<file path="src/rtl/output_stage_pkg.sv">
// Shared constants and types for the stereo output gain stage.
// Gains are unsigned Q1.7; samples are signed two's complement.
package output_stage_pkg;

    localparam int DATA_W     = 16;
    localparam int GAIN_W     = 8;
    localparam int UNITY_GAIN = 128;
    localparam int SAMPLE_MAX = 32767;
    localparam int SAMPLE_MIN = -32768;

    typedef logic signed [DATA_W-1:0] sample_t;
    typedef logic [GAIN_W-1:0]        gain_t;

    typedef enum logic [1:0] {
        IDLE,
        UP,
        DOWN
    } ramp_state_t;

endpackage

</file>
<file path="src/rtl/output_gain_stage_sat_shift.sv">
// One channel of the gain datapath: registered multiply, then registered
// Q1.7 arithmetic shift with saturation to the sample range and a clip flag.
module sat_shift #(
    parameter int DATA_W = output_stage_pkg::DATA_W,
    parameter int GAIN_W = output_stage_pkg::GAIN_W
) (
    input  logic                     clk,
    input  logic                     rst,
    input  logic                     in_valid,
    input  logic signed [DATA_W-1:0] sample,
    input  logic [GAIN_W-1:0]        gain,
    output logic                     out_valid,
    output logic signed [DATA_W-1:0] result,
    output logic                     clipped
);
    import output_stage_pkg::*;

    localparam int PW   = DATA_W + GAIN_W + 1;
    localparam int FRAC = GAIN_W - 1;
    localparam logic signed [PW-1:0] SAT_HI = PW'((2 ** (DATA_W - 1)) - 1);
    localparam logic signed [PW-1:0] SAT_LO = ~SAT_HI;

    logic signed [PW-1:0]     prod_q, prod_d;
    logic signed [PW-1:0]     shifted;
    logic                     v1_q, v1_d;
    logic                     v2_q, v2_d;
    logic signed [DATA_W-1:0] res_q, res_d;
    logic                     clip_q, clip_d;

    always_comb begin
        v1_d   = in_valid;
        prod_d = prod_q;
        if (in_valid) begin
            prod_d = PW'(sample) * PW'($signed({1'b0, gain}));
        end

        // Arithmetic shift truncates toward minus infinity.
        shifted = prod_q >>> FRAC;

        v2_d   = v1_q;
        res_d  = res_q;
        clip_d = clip_q;
        if (v1_q) begin
            if (shifted > SAT_HI) begin
                res_d  = SAT_HI[DATA_W-1:0];
                clip_d = 1'b1;
            end else if (shifted < SAT_LO) begin
                res_d  = SAT_LO[DATA_W-1:0];
                clip_d = 1'b1;
            end else begin
                res_d  = shifted[DATA_W-1:0];
                clip_d = 1'b0;
            end
        end
    end

    always_ff @(posedge clk or posedge rst) begin
        if (rst) begin
            prod_q <= '0;
            v1_q   <= 1'b0;
            v2_q   <= 1'b0;
            res_q  <= '0;
            clip_q <= 1'b0;
        end else begin
            prod_q <= prod_d;
            v1_q   <= v1_d;
            v2_q   <= v2_d;
            res_q  <= res_d;
            clip_q <= clip_d;
        end
    end

    assign out_valid = v2_q;
    assign result    = res_q;
    assign clipped   = clip_q;

endmodule

</file>
<file path="src/rtl/output_gain_stage.sv">
// Stereo DAC-side output stage: zipper-free ramped master gain with mute,
// 16-bit saturation and per-channel held clip indicators.
module output_gain_stage #(
    parameter int DATA_W    = output_stage_pkg::DATA_W,
    parameter int GAIN_W    = output_stage_pkg::GAIN_W,
    parameter int RAMP_STEP = 1,
    parameter int CLIP_HOLD = 4800
) (
    input  logic                     clk_12,
    input  logic                     reset,
    input  logic                     sample_valid,
    input  logic signed [DATA_W-1:0] left_in,
    input  logic signed [DATA_W-1:0] right_in,
    input  logic [GAIN_W-1:0]        gain_target,
    input  logic                     mute,
    output logic signed [DATA_W-1:0] left_out,
    output logic signed [DATA_W-1:0] right_out,
    output logic                     out_valid,
    output logic                     clip_l,
    output logic                     clip_r,
    output logic                     ramp_busy
);
    import output_stage_pkg::*;

    localparam int CNT_W = (CLIP_HOLD > 0) ? $clog2(CLIP_HOLD + 1) : 1;
    localparam logic [GAIN_W:0]  STEP = (GAIN_W + 1)'(RAMP_STEP);
    localparam logic [CNT_W-1:0] HOLD = CNT_W'(CLIP_HOLD);

    ramp_state_t       state_q, state_d;
    logic [GAIN_W-1:0] gain_q, gain_d;
    logic [GAIN_W-1:0] tgt;
    logic [GAIN_W:0]   gain_up;
    logic [GAIN_W-1:0] gain_gap;

    logic                     s0_valid_q, s0_valid_d;
    logic signed [DATA_W-1:0] s0_left_q, s0_left_d;
    logic signed [DATA_W-1:0] s0_right_q, s0_right_d;
    logic [GAIN_W-1:0]        s0_gain_q, s0_gain_d;

    logic                     l_valid, r_valid;
    logic signed [DATA_W-1:0] l_res, r_res;
    logic                     l_clip, r_clip;

    logic                     out_valid_q, out_valid_d;
    logic signed [DATA_W-1:0] left_out_q, left_out_d;
    logic signed [DATA_W-1:0] right_out_q, right_out_d;
    logic                     clip_l_q, clip_l_d;
    logic                     clip_r_q, clip_r_d;
    logic [CNT_W-1:0]         cnt_l_q, cnt_l_d;
    logic [CNT_W-1:0]         cnt_r_q, cnt_r_d;

    // Direction is re-derived on every accepted sample, so the first step is
    // taken on the same sample that leaves IDLE and a retarget mid-ramp
    // simply reverses or stops without overshoot.
    always_comb begin
        tgt      = mute ? '0 : gain_target;
        gain_up  = {1'b0, gain_q} + STEP;
        gain_gap = gain_q - tgt;
        gain_d   = gain_q;
        state_d  = state_q;
        if (sample_valid) begin
            if (tgt > gain_q) begin
                gain_d  = (gain_up >= {1'b0, tgt}) ? tgt : gain_up[GAIN_W-1:0];
                state_d = (gain_d == tgt) ? IDLE : UP;
            end else if (tgt < gain_q) begin
                gain_d  = ({1'b0, gain_gap} <= STEP) ? tgt : gain_q - STEP[GAIN_W-1:0];
                state_d = (gain_d == tgt) ? IDLE : DOWN;
            end else begin
                state_d = IDLE;
            end
        end
        ramp_busy = (state_q != IDLE) || (gain_q != tgt);
    end

    // Capture stage: each sample travels with the gain in force before its own ramp step.
    always_comb begin
        s0_valid_d = sample_valid;
        s0_left_d  = s0_left_q;
        s0_right_d = s0_right_q;
        s0_gain_d  = s0_gain_q;
        if (sample_valid) begin
            s0_left_d  = left_in;
            s0_right_d = right_in;
            s0_gain_d  = gain_q;
        end
    end

    sat_shift #(
        .DATA_W(DATA_W),
        .GAIN_W(GAIN_W)
    ) u_sat_left (
        .clk      (clk_12),
        .rst      (reset),
        .in_valid (s0_valid_q),
        .sample   (s0_left_q),
        .gain     (s0_gain_q),
        .out_valid(l_valid),
        .result   (l_res),
        .clipped  (l_clip)
    );

    sat_shift #(
        .DATA_W(DATA_W),
        .GAIN_W(GAIN_W)
    ) u_sat_right (
        .clk      (clk_12),
        .rst      (reset),
        .in_valid (s0_valid_q),
        .sample   (s0_right_q),
        .gain     (s0_gain_q),
        .out_valid(r_valid),
        .result   (r_res),
        .clipped  (r_clip)
    );

    always_comb begin
        out_valid_d = l_valid & r_valid;
        left_out_d  = left_out_q;
        right_out_d = right_out_q;
        clip_l_d    = clip_l_q;
        clip_r_d    = clip_r_q;
        cnt_l_d     = cnt_l_q;
        cnt_r_d     = cnt_r_q;
        if (out_valid_d) begin
            left_out_d  = l_res;
            right_out_d = r_res;

            if (l_clip) begin
                clip_l_d = 1'b1;
                cnt_l_d  = HOLD;
            end else if (cnt_l_q != '0) begin
                cnt_l_d  = cnt_l_q - CNT_W'(1);
                clip_l_d = (cnt_l_d != '0);
            end

            if (r_clip) begin
                clip_r_d = 1'b1;
                cnt_r_d  = HOLD;
            end else if (cnt_r_q != '0) begin
                cnt_r_d  = cnt_r_q - CNT_W'(1);
                clip_r_d = (cnt_r_d != '0);
            end
        end
    end

    always_ff @(posedge clk_12 or posedge reset) begin
        if (reset) begin
            state_q     <= IDLE;
            gain_q      <= '0;
            s0_valid_q  <= 1'b0;
            s0_left_q   <= '0;
            s0_right_q  <= '0;
            s0_gain_q   <= '0;
            out_valid_q <= 1'b0;
            left_out_q  <= '0;
            right_out_q <= '0;
            clip_l_q    <= 1'b0;
            clip_r_q    <= 1'b0;
            cnt_l_q     <= '0;
            cnt_r_q     <= '0;
        end else begin
            state_q     <= state_d;
            gain_q      <= gain_d;
            s0_valid_q  <= s0_valid_d;
            s0_left_q   <= s0_left_d;
            s0_right_q  <= s0_right_d;
            s0_gain_q   <= s0_gain_d;
            out_valid_q <= out_valid_d;
            left_out_q  <= left_out_d;
            right_out_q <= right_out_d;
            clip_l_q    <= clip_l_d;
            clip_r_q    <= clip_r_d;
            cnt_l_q     <= cnt_l_d;
            cnt_r_q     <= cnt_r_d;
        end
    end

    assign left_out  = left_out_q;
    assign right_out = right_out_q;
    assign out_valid = out_valid_q;
    assign clip_l    = clip_l_q;
    assign clip_r    = clip_r_q;

endmodule

</file>
<file path="config.mk">
export PLATFORM = sky130hd
export DESIGN_NAME = output_gain_stage
export DESIGN_NICKNAME = d
export VERILOG_FILES = /design/src/rtl/output_stage_pkg.sv /design/src/rtl/output_gain_stage_sat_shift.sv /design/src/rtl/output_gain_stage.sv
export SDC_FILE = /design/constraint.sdc
export NUM_CORES = 1
export LEC_CHECK = 0
export BUFFER_PORTS_ARGS = -buffer_cell sky130_fd_sc_hd__buf_4
export CAP_MARGIN = 30
export CORE_ASPECT_RATIO = 1.5
export CORE_MARGIN = 2
export CORE_UTILIZATION = 60
export DETAILED_ROUTE_END_ITERATION = 16
export GPL_TIMING_DRIVEN = 0
export PLACE_DENSITY_LB_ADDON = 0.05
export SYNTH_ARGS = -nofsm -noshare
export SYNTH_HDL_FRONTEND = slang
export SYNTH_SLANG_ARGS = --single-unit
</file>
<file path="constraint.sdc">
create_clock -name clk_12 -period 7.2 [get_ports clk_12]
set_input_delay 0.36 -clock clk_12 [delete_from_list [all_inputs] [get_ports clk_12]]
set_output_delay 0.36 -clock clk_12 [all_outputs]
set_load 0.05 [all_outputs]
</file>
==> impl_metrics.yaml, run 1 <==
placed_design:
  port_buffers: 79
  hpwl_um: 32300
  place.gp.congestion: 0.927
  pre_cts_slack_ns: 1.05
yosys:
  netlist_area_mm2: 0.0177
  synthFlopType: "dfrtp_1"
  yosys-top-cells-area: "dfrtp_1 26%, fa_1 23%, ha_1 8.0%"
  synth-seq-cells: 184
  avgSynthCellArea_um2: 9.56
  ys_types: 76
  yosysTopAreaCell: "dfrtp_1"
  synth_seq_area_share_pct: 26.0
  synth_top_cell_area_share_pct: 26.0
  ys.warnings.count: 0
  postSynth.asyncResetShare_pct: 100
  syn_inst: 1853
  synth_nets: 2214
  synth_edf_count: 0
sta:
  maxSlewHeadroom_pct: 35.9
  hold-worst-slack_ns: 0.0487
  setup_viol: 0
  drv_slew: 0
  fin_ws_ns: 1.04
  tightest_slew_ns: 0.952
  hold_viol_final: 0
  fmax_mhz: 162
  skew_ns: 0.0148
  min_period_over_period_pct: 85.6
  rsz0062_at_grt: "no"
  min_period_ns: 6.16
drt:
  vias: 12871
  drt_iter0_markers: 507
  wire_per_inst_um: 17.0
  drtAntennaViolNets: 0
  vias_per_cell: 5.45
  finalWirelength_um: 40100
  remaining_drc_errors: 0
  firstDrtPassIters: 5
die:
  core_mm2: 0.0293
  die_y_um: 214
  ios: 80
  die_area_mm2: 0.0310
  die_x_um: 144
  start_util_pct: 60.5
  num_rows: 77
clock_network:
  path_clk_slew_ns: 0.08
  root_buffer: "clkbuf_16"
  cts_tree: "built"
  cts_sinks: 184
  cts_resized: 0
  cts.path.max_buffers: 2
  htree_levels: 4
  clk_latency_ns: 0.46
  numCtsBuffers: 17
critical_path:
  crit_required_ns: 7.54
  cp_cell_sequence: "clkbuf_1 > buf_1 > nand2_1 > fa_1 > inv_1 > fa_1 > fa_1 > inv_1 > fa_1 > inv_1 > ha_1 > and3_1 > and3_1 > nand3_1 > a21boi_0 > o21a_1 > o211ai_1 > and3_1 > or3_1"
  slowest_stage: "buf_1"
  cp_common_cell: "fa_1"
  worstPathArrival_ns: 6.51
  setup.worst_path.end: "u_sat_right.prod_q[24]$_DFFE_PP0P_"
  crit_family: "adder cells"
  critPathMaxFanout: 10
  slowest_delay_ns: 0.56
  reg2reg_slack_ns: 1.04
  critPathCaptureType: "register"
  timing.rr.start: "s0_gain_q[0]$_DFFE_PP0P_"
  reg2reg_depth: 19
  critPathLaunchType: "register"
  critical_path_class: "reg2reg"
  cp-startpoint: "s0_gain_q[0]$_DFFE_PP0P_"
  r2r-end: "u_sat_right.prod_q[24]$_DFFE_PP0P_"
  cp_num_buf_inv: 5
  cp.depth: 19
grt:
  grt_pass1_wl_um: 67200
  antenna_found_initial: 1
  first_global_vias: 13799
  gr-total-overflow: 0
  grt_max_degree: 127
  grt_usage_pct: 27.8
finish:
  final_cell_mix: "348 x inv_1, 203 x fa_1, 185 x nand2_1"
  layout_commonest_cell: "inv_1"
  seqCellArea_mm2: 0.00460
  fillers: 2513
  syn2layout_area_growth_pct: 9.68
  fin_nets: 2314
  multi_input_area_mm2: 0.0115
  antenna_cells: 0
  drive_gt1_share_pct: 12.3
min_path:
  min_path_cells: 1
  hold_class: "in2reg"
job:
  drv_cap: 0
outcome:
  status: "finished clean"
[cells by family after synthesis]
group	share of synthesized area [%]
xor gates and xnor gates	3.46
DFF	26.0
buffers and inverters	9.05
muxes	6.22
AOI/OAI and AO/OA	9.56
and+or+nand+nor	14.7
adders and majority gates	31.0
[state kept, by name, indices dropped and copies added (netlist names)]
| signal | count |
|---|---|
| u_sat_right.v1_q | 1 |
| clip_r | 1 |
| u_sat_right.prod_q | 18 |
| u_sat_right.result | 16 |
| u_sat_left.clipped | 1 |
| cnt_l_q | 13 |
| s0_valid_q | 1 |
| cnt_r_q | 13 |
| u_sat_left.result | 16 |
| state_q | 2 |
| u_sat_left.prod_q | 18 |
| s0_right_q | 16 |
| out_valid | 1 |
| right_out | 16 |
| s0_gain_q | 8 |
| clip_l | 1 |
| u_sat_right.out_valid | 1 |
| u_sat_right.clipped | 1 |
| left_out | 16 |
| gain_q | 8 |
| s0_left_q | 16 |
[through the flow]
| stage | cell area (um^2) | cells | util [%] | TNS (ns) |
|---|---|---|---|---|
| after detailed placement | 18800 | 2328 | 64.3 | 0 |
| after global placement | 18800 | 2327 | 64.2 | -47.43 |
| after floorplan | 17700 | 1853 | - | 0 |
| final | 19400 | 2361 | 66.4 | 0 |
| after global routing | 19400 | 2361 | 66.4 | 0 |
| after CTS | 19400 | 2361 | 66.4 | 0 |
[what timing repair did]
item                      4_1_cts  5_1_grt
hold buffers                    1        0
hold endpoints to repair       58        0
buffers inserted                0        0
[routing by layer]
metal | GRT usage, % | vias to the layer above | share of wire [%]
met1 | 31.7 | 6430 | 38
met2 | 51.7 | 263 | 55
met5 | 0 | - | 0.032
met3 | 3.08 | 85 | 3.0
met4 | 11.7 | 2 | 3.8
li1 | - | 6091 | -
[worst min-delay path by stage]
stage | start | endpoint | slack [ns]
final | sample_valid | s0_valid_q$_DFF_PP0_ | 0.05
after detailed placement | u_sat_right.out_valid$_DFF_PP0_ | out_valid$_DFF_PP0_ | 0.36
after global routing | sample_valid | s0_valid_q$_DFF_PP0_ | 0.04
after global placement | u_sat_right.out_valid$_DFF_PP0_ | out_valid$_DFF_PP0_ | 0.36
after CTS | sample_valid | s0_valid_q$_DFF_PP0_ | 0.03
after floorplan | u_sat_right.out_valid$_DFF_PP0_ | out_valid$_DFF_PP0_ | 0.35
[synth_stat cells (all sizes together), types with 9 or more instances]
master and instances:
xor2 26, o211ai 39, ha 114, inv 349, nand2 185, buf 17, a21oi 37, and2 143
clkbuf 58, o21ai 84, dfrtp 184, fa 203, mux2 97, and3 12, nand3 21, nor3 20
a21o 14, nand2b 15, nor2b 13, a31oi 9, xnor2 44, nor2 62
[cell type report]
class / instances / area share, %
multi-input cells: 1245 / 59.2
inverters: 349 / 6.78
clock inverters: 14 / 0.792
well taps: 395 / 2.54
flip-flops and latches: 184 / 23.7
clock buffers: 18 / 2.21
repair buffers: 81 / 3.24
plain buffers: 75 / 1.51
Power of run 1 is not shown: default switching activity piles up to over one toggle a cycle in this logic, so the estimate is an artifact.
==> inputs of run 2 (changes only) <==
--- a/config.mk
+++ b/config.mk
@@ -5,7 +5,7 @@
 export SDC_FILE = /design/constraint.sdc
 export NUM_CORES = 1
 export LEC_CHECK = 0
-export BUFFER_PORTS_ARGS = -buffer_cell sky130_fd_sc_hd__buf_4
+export BUFFER_PORTS_ARGS = -buffer_cell sky130_fd_sc_hd__clkbuf_2
 export CAP_MARGIN = 30
 export CORE_ASPECT_RATIO = 1.5
 export CORE_MARGIN = 2
==> impl_metrics.yaml, run 2 (synthesis results as in run 1) <==
placed_design:
  dp.cells: 2328
  port_buffers: 79
  dpl_cell_area_mm2: 0.0186
  hpwl_um: 32200
  place.gp.congestion: 0.948
finish:
  seqCellArea_mm2: 0.00460
  fillers: 2524
  final_cell_mix: "348 x inv_1, 203 x fa_1, 185 x nand2_1"
  fin_nets: 2313
  antenna_cells: 0
  drive_gt1_share_pct: 12.3
  syn2layout_area_growth_pct: 8.44
  fin_cells: 2360
  layout_commonest_cell: "inv_1"
  fin_area_mm2: 0.0192
  top_regs: "u_sat_left.prod_q x18, u_sat_right.prod_q x18"
  multi_input_area_mm2: 0.0115
drt:
  vias: 12848
  wire_per_inst_um: 16.9
  vias_per_cell: 5.44
  finalWirelength_um: 39900
  remaining_drc_errors: 0
  drtAntennaViolNets: 0
  drt_iter0_markers: 443
  firstDrtPassIters: 5
die:
  start_util_pct: 60.5
  die_area_mm2: 0.0310
  ios: 80
  core_mm2: 0.0293
  num_rows: 77
  die_x_um: 144
  die_y_um: 214
sta:
  rsz0062_at_grt: "no"
  fmax_mhz: 161
  setup_tns_ns: 0
  drv_slew: 0
  skew_ns: 0.0139
  tightest_slew_ns: 0.861
  min_period_over_period_pct: 86.5
  setup_viol: 0
  hold-worst-slack_ns: -0.0123
  min_period_ns: 6.23
  maxSlewHeadroom_pct: 42.0
  hold_viol_final: 3
clock_network:
  post_cts_buffers: 0
  cts.path.max_buffers: 2
  numCtsBuffers: 17
  htree_levels: 4
  root_buffer: "clkbuf_16"
  path_clk_slew_ns: 0.08
  cts_sinks: 184
  cts_resized: 0
  cts_tree: "built"
  clk_latency_ns: 0.46
  ctsHoldBuffers: 0
grt:
  grt_usage_pct: 27.7
  grt_max_degree: 97
  gr-total-overflow: 0
  antenna_found_initial: 0
  grt_pass1_wl_um: 67000
  first_global_vias: 13777
outcome:
  violations: "hold timing"
  status: "complete, but fails checks"
job:
  drv_cap: 0
min_path:
  hold_class: "in2async"
critical_path:
  critical_path_class: "reg2reg"
  critPathLaunchType: "register"
  critPathCaptureType: "register"
  crit_required_ns: 7.53
  critPathMaxFanout: 10
  worstPathArrival_ns: 6.56
[run 2: per-layer routing]
layer	up-vias	global-route usage, %	share of wire, %
li1	6087	-	-
met1	6419	31.7	39
met2	254	51.3	54
met3	88	3.46	2.9
met4	0	11.0	3.4
met5	-	0	0
[run 2: path summary, 6_finish.rpt]
path,from,end,cells after the start,slack (ns)
min in group clk_12,sample_valid,s0_valid_q$_DFF_PP0_,1,0.09
max in group asynchronous,reset,cnt_l_q[7]$_DFFE_PP0P_,3,6.31
worst max register to register,s0_gain_q[0]$_DFFE_PP0P_,u_sat_right.prod_q[24]$_DFFE_PP0P_,19,0.97
worst max-delay path,s0_gain_q[0]$_DFFE_PP0P_,u_sat_right.prod_q[24]$_DFFE_PP0P_,19,0.97
worst min-delay path,reset,left_out[3]$_DFFE_PP0P_,2,-0.01
worst min register to register,u_sat_right.out_valid$_DFF_PP0_,out_valid$_DFF_PP0_,0,0.38
[run 2: final cells by class]
| type | count | area share (%) |
|---|---|---|
| Buffer | 75 | 1.53 |
| Clock inverter | 13 | 0.664 |
| Sequential cell | 184 | 24.0 |
| Tap cell | 395 | 2.57 |
| Timing Repair Buffer | 80 | 2.20 |
| Clock buffer | 19 | 2.30 |
| Inverter | 349 | 6.86 |
| Multi-Input combinational cell | 1245 | 59.9 |
[run 2: worst max-delay path, stage by stage (launching register included)]
cell and delay [ns]:
dfrtp_1 0.41, clkbuf_1 0.48, buf_1 0.57, nand2_1 0.17, fa_1 0.57, inv_1 0.05
fa_1 0.45, ha_1 0.28, inv_1 0.04, fa_1 0.47, inv_1 0.04, ha_1 0.26
nand4bb_1 0.12, o21ai_0 0.52, nand3_1 0.26, a21boi_0 0.40, o21a_1 0.26, o211ai_1 0.19
and3_1 0.21, or3_1 0.36
[run 2: metrics by stage]
step                worst slack, ns  utilization (%)
floorplan                      1.84                -
global placement             -0.183             63.5
detailed placement             1.08             63.7
CTS                            1.02             65.6
global route                  0.638             65.6
finish                        0.975             65.6
Power of run 2 is left out for the same reason.
==> inputs of run 3 (changes only) <==
--- a/config.mk
+++ b/config.mk
@@ -10,8 +10,10 @@
 export CORE_ASPECT_RATIO = 1.5
 export CORE_MARGIN = 2
 export CORE_UTILIZATION = 60
+export CTS_CLUSTER_SIZE = 12
 export DETAILED_ROUTE_END_ITERATION = 16
 export GPL_TIMING_DRIVEN = 0
+export MAX_ROUTING_LAYER = met4
 export PLACE_DENSITY_LB_ADDON = 0.05
 export SYNTH_ARGS = -nofsm -noshare
 export SYNTH_HDL_FRONTEND = slang
==> impl_metrics.yaml, run 3 (synthesis results as in run 1) <==
critical_path:
  critPathCaptureType: "register"
  critical_path_class: "reg2reg"
  reg2reg_depth: 19
  r2r-end: "u_sat_right.prod_q[24]$_DFFE_PP0P_"
  slowest_delay_ns: 0.57
  slowest_stage: "buf_1"
  reg2reg_slack_ns: 1.05
  cp_cell_sequence: "clkbuf_1 > buf_1 > nand2_1 > fa_1 > inv_1 > fa_1 > fa_1 > inv_1 > fa_1 > inv_1 > ha_1 > a21oi_1 > o21ai_0 > a21oi_1 > a21boi_0 > o21a_1 > o211ai_1 > and3_1 > or3_1"
  cp_common_cell: "fa_1"
  cp-startpoint: "s0_gain_q[0]$_DFFE_PP0P_"
  critPathMaxFanout: 10
  timing.rr.start: "s0_gain_q[0]$_DFFE_PP0P_"
  critPathLaunchType: "register"
  crit_required_ns: 7.54
  worstPathArrival_ns: 6.48
sta:
  hold_viol_final: 0
  drv_slew: 0
  setup_viol: 0
  maxSlewHeadroom_pct: 34.6
  rsz0062_at_grt: "no"
  skew_ns: 0.0151
  fmax_mhz: 163
  tightest_slew_ns: 0.971
  min_period_over_period_pct: 85.3
  min_period_ns: 6.15
clock_network:
  cts_tree: "built"
  numCtsBuffers: 17
  clk_latency_ns: 0.46
  path_clk_slew_ns: 0.08
  cts.path.max_buffers: 2
  ctsHoldBuffers: 1
  cts_sinks: 184
  cts_resized: 0
  post_cts_buffers: 0
  root_buffer: "clkbuf_16"
  htree_levels: 4
job:
  drv_cap: 0
die:
  die_x_um: 144
  core_mm2: 0.0293
  die_area_mm2: 0.0310
  start_util_pct: 60.5
  ios: 80
  num_rows: 77
  die_y_um: 214
drt:
  drtAntennaViolNets: 0
  remaining_drc_errors: 0
  drt_iter0_markers: 496
  firstDrtPassIters: 5
  finalWirelength_um: 40100
  vias: 12904
  vias_per_cell: 5.47
  wire_per_inst_um: 17.0
placed_design:
  place.gp.congestion: 0.957
  dpl_cell_area_mm2: 0.0186
  hpwl_um: 32600
  port_buffers: 79
grt:
  first_global_vias: 13993
  grt_max_degree: 127
  antenna_found_initial: 1
  grt_usage_pct: 28.9
  grt_pass1_wl_um: 68200
  gr-total-overflow: 0
min_path:
  min_from: "sample_valid"
  holdPathEnd: "s0_valid_q$_DFF_PP0_"
  hold_class: "in2reg"
  min_path_cells: 1
outcome:
  status: "finished clean"
finish:
  final_cell_mix: "348 x inv_1, 203 x fa_1, 185 x nand2_1"
  drive_gt1_share_pct: 12.3
  fin_nets: 2314
  top_regs: "u_sat_left.prod_q x18, u_sat_right.prod_q x18"
  layout_commonest_cell: "inv_1"
  fin_area_mm2: 0.0192
  syn2layout_area_growth_pct: 8.44
[run 3: worst max-delay path, delay by kind of cell (launching register included)]
kind | cells | cell delay [ns]
and+or+nand+nor | 3 | 0.72
adders and majority gates | 5 | 2.39
buffers and inverters | 5 | 1.18
AOI/OAI and AO/OA | 6 | 1.30
DFF | 1 | 0.42
[run 3: per-stage QoR]
stage          setup WS [ns]  setup TNS (ns)  std cells  hold slack (ns)  utilization, %
2_1_floorplan           1.84               0       1853            0.352               -
3_3_place_gp          -0.193          -32.04       2327            0.357            63.5
3_5_place_dp            1.10               0       2328            0.364            63.7
4_1_cts                 1.08               0       2360           0.0638            65.6
5_1_grt                0.732               0       2361           0.0696            65.6
6_report                1.05               0       2361           0.0886            65.6
[run 3: cell type report]
| type | instances | area, um^2 |
|---|---|---|
| Tap cell | 395 | 494 |
| Multi-Input combinational cell | 1245 | 11500 |
| Clock buffer | 17 | 425 |
| Clock inverter | 14 | 133 |
| Fill cell | 2506 | 10100 |
| Inverter | 349 | 1320 |
| Buffer | 75 | 294 |
| Timing Repair Buffer | 81 | 433 |
| Sequential cell | 184 | 4600 |
| Antenna cell | 1 | 2.50 |
[run 3: how the worst max path moves through the flow]
stage	endpoint	slack (ns)	cells past startpoint
floorplan	clip_l$_DFFE_PP0P_	1.84	1
global placement	u_sat_right.prod_q[14]$_DFFE_PP0P_	-0.19	2
detailed placement	u_sat_right.prod_q[24]$_DFFE_PP0P_	1.10	19
CTS	u_sat_right.prod_q[24]$_DFFE_PP0P_	1.08	19
global route	u_sat_right.prod_q[24]$_DFFE_PP0P_	0.73	19
finish	u_sat_right.prod_q[24]$_DFFE_PP0P_	1.05	19
[run 3: routing by layer]
layer  GRT usage (%)  part of all wire (%)  up-vias
met5               -                     0        -
met4            12.9                   4.1        0
met3            3.15                   3.1      112
met2            51.8                    54      298
met1            32.0                    39     6401
li1                -                     -     6093
Power of run 3 is left out for the same reason.
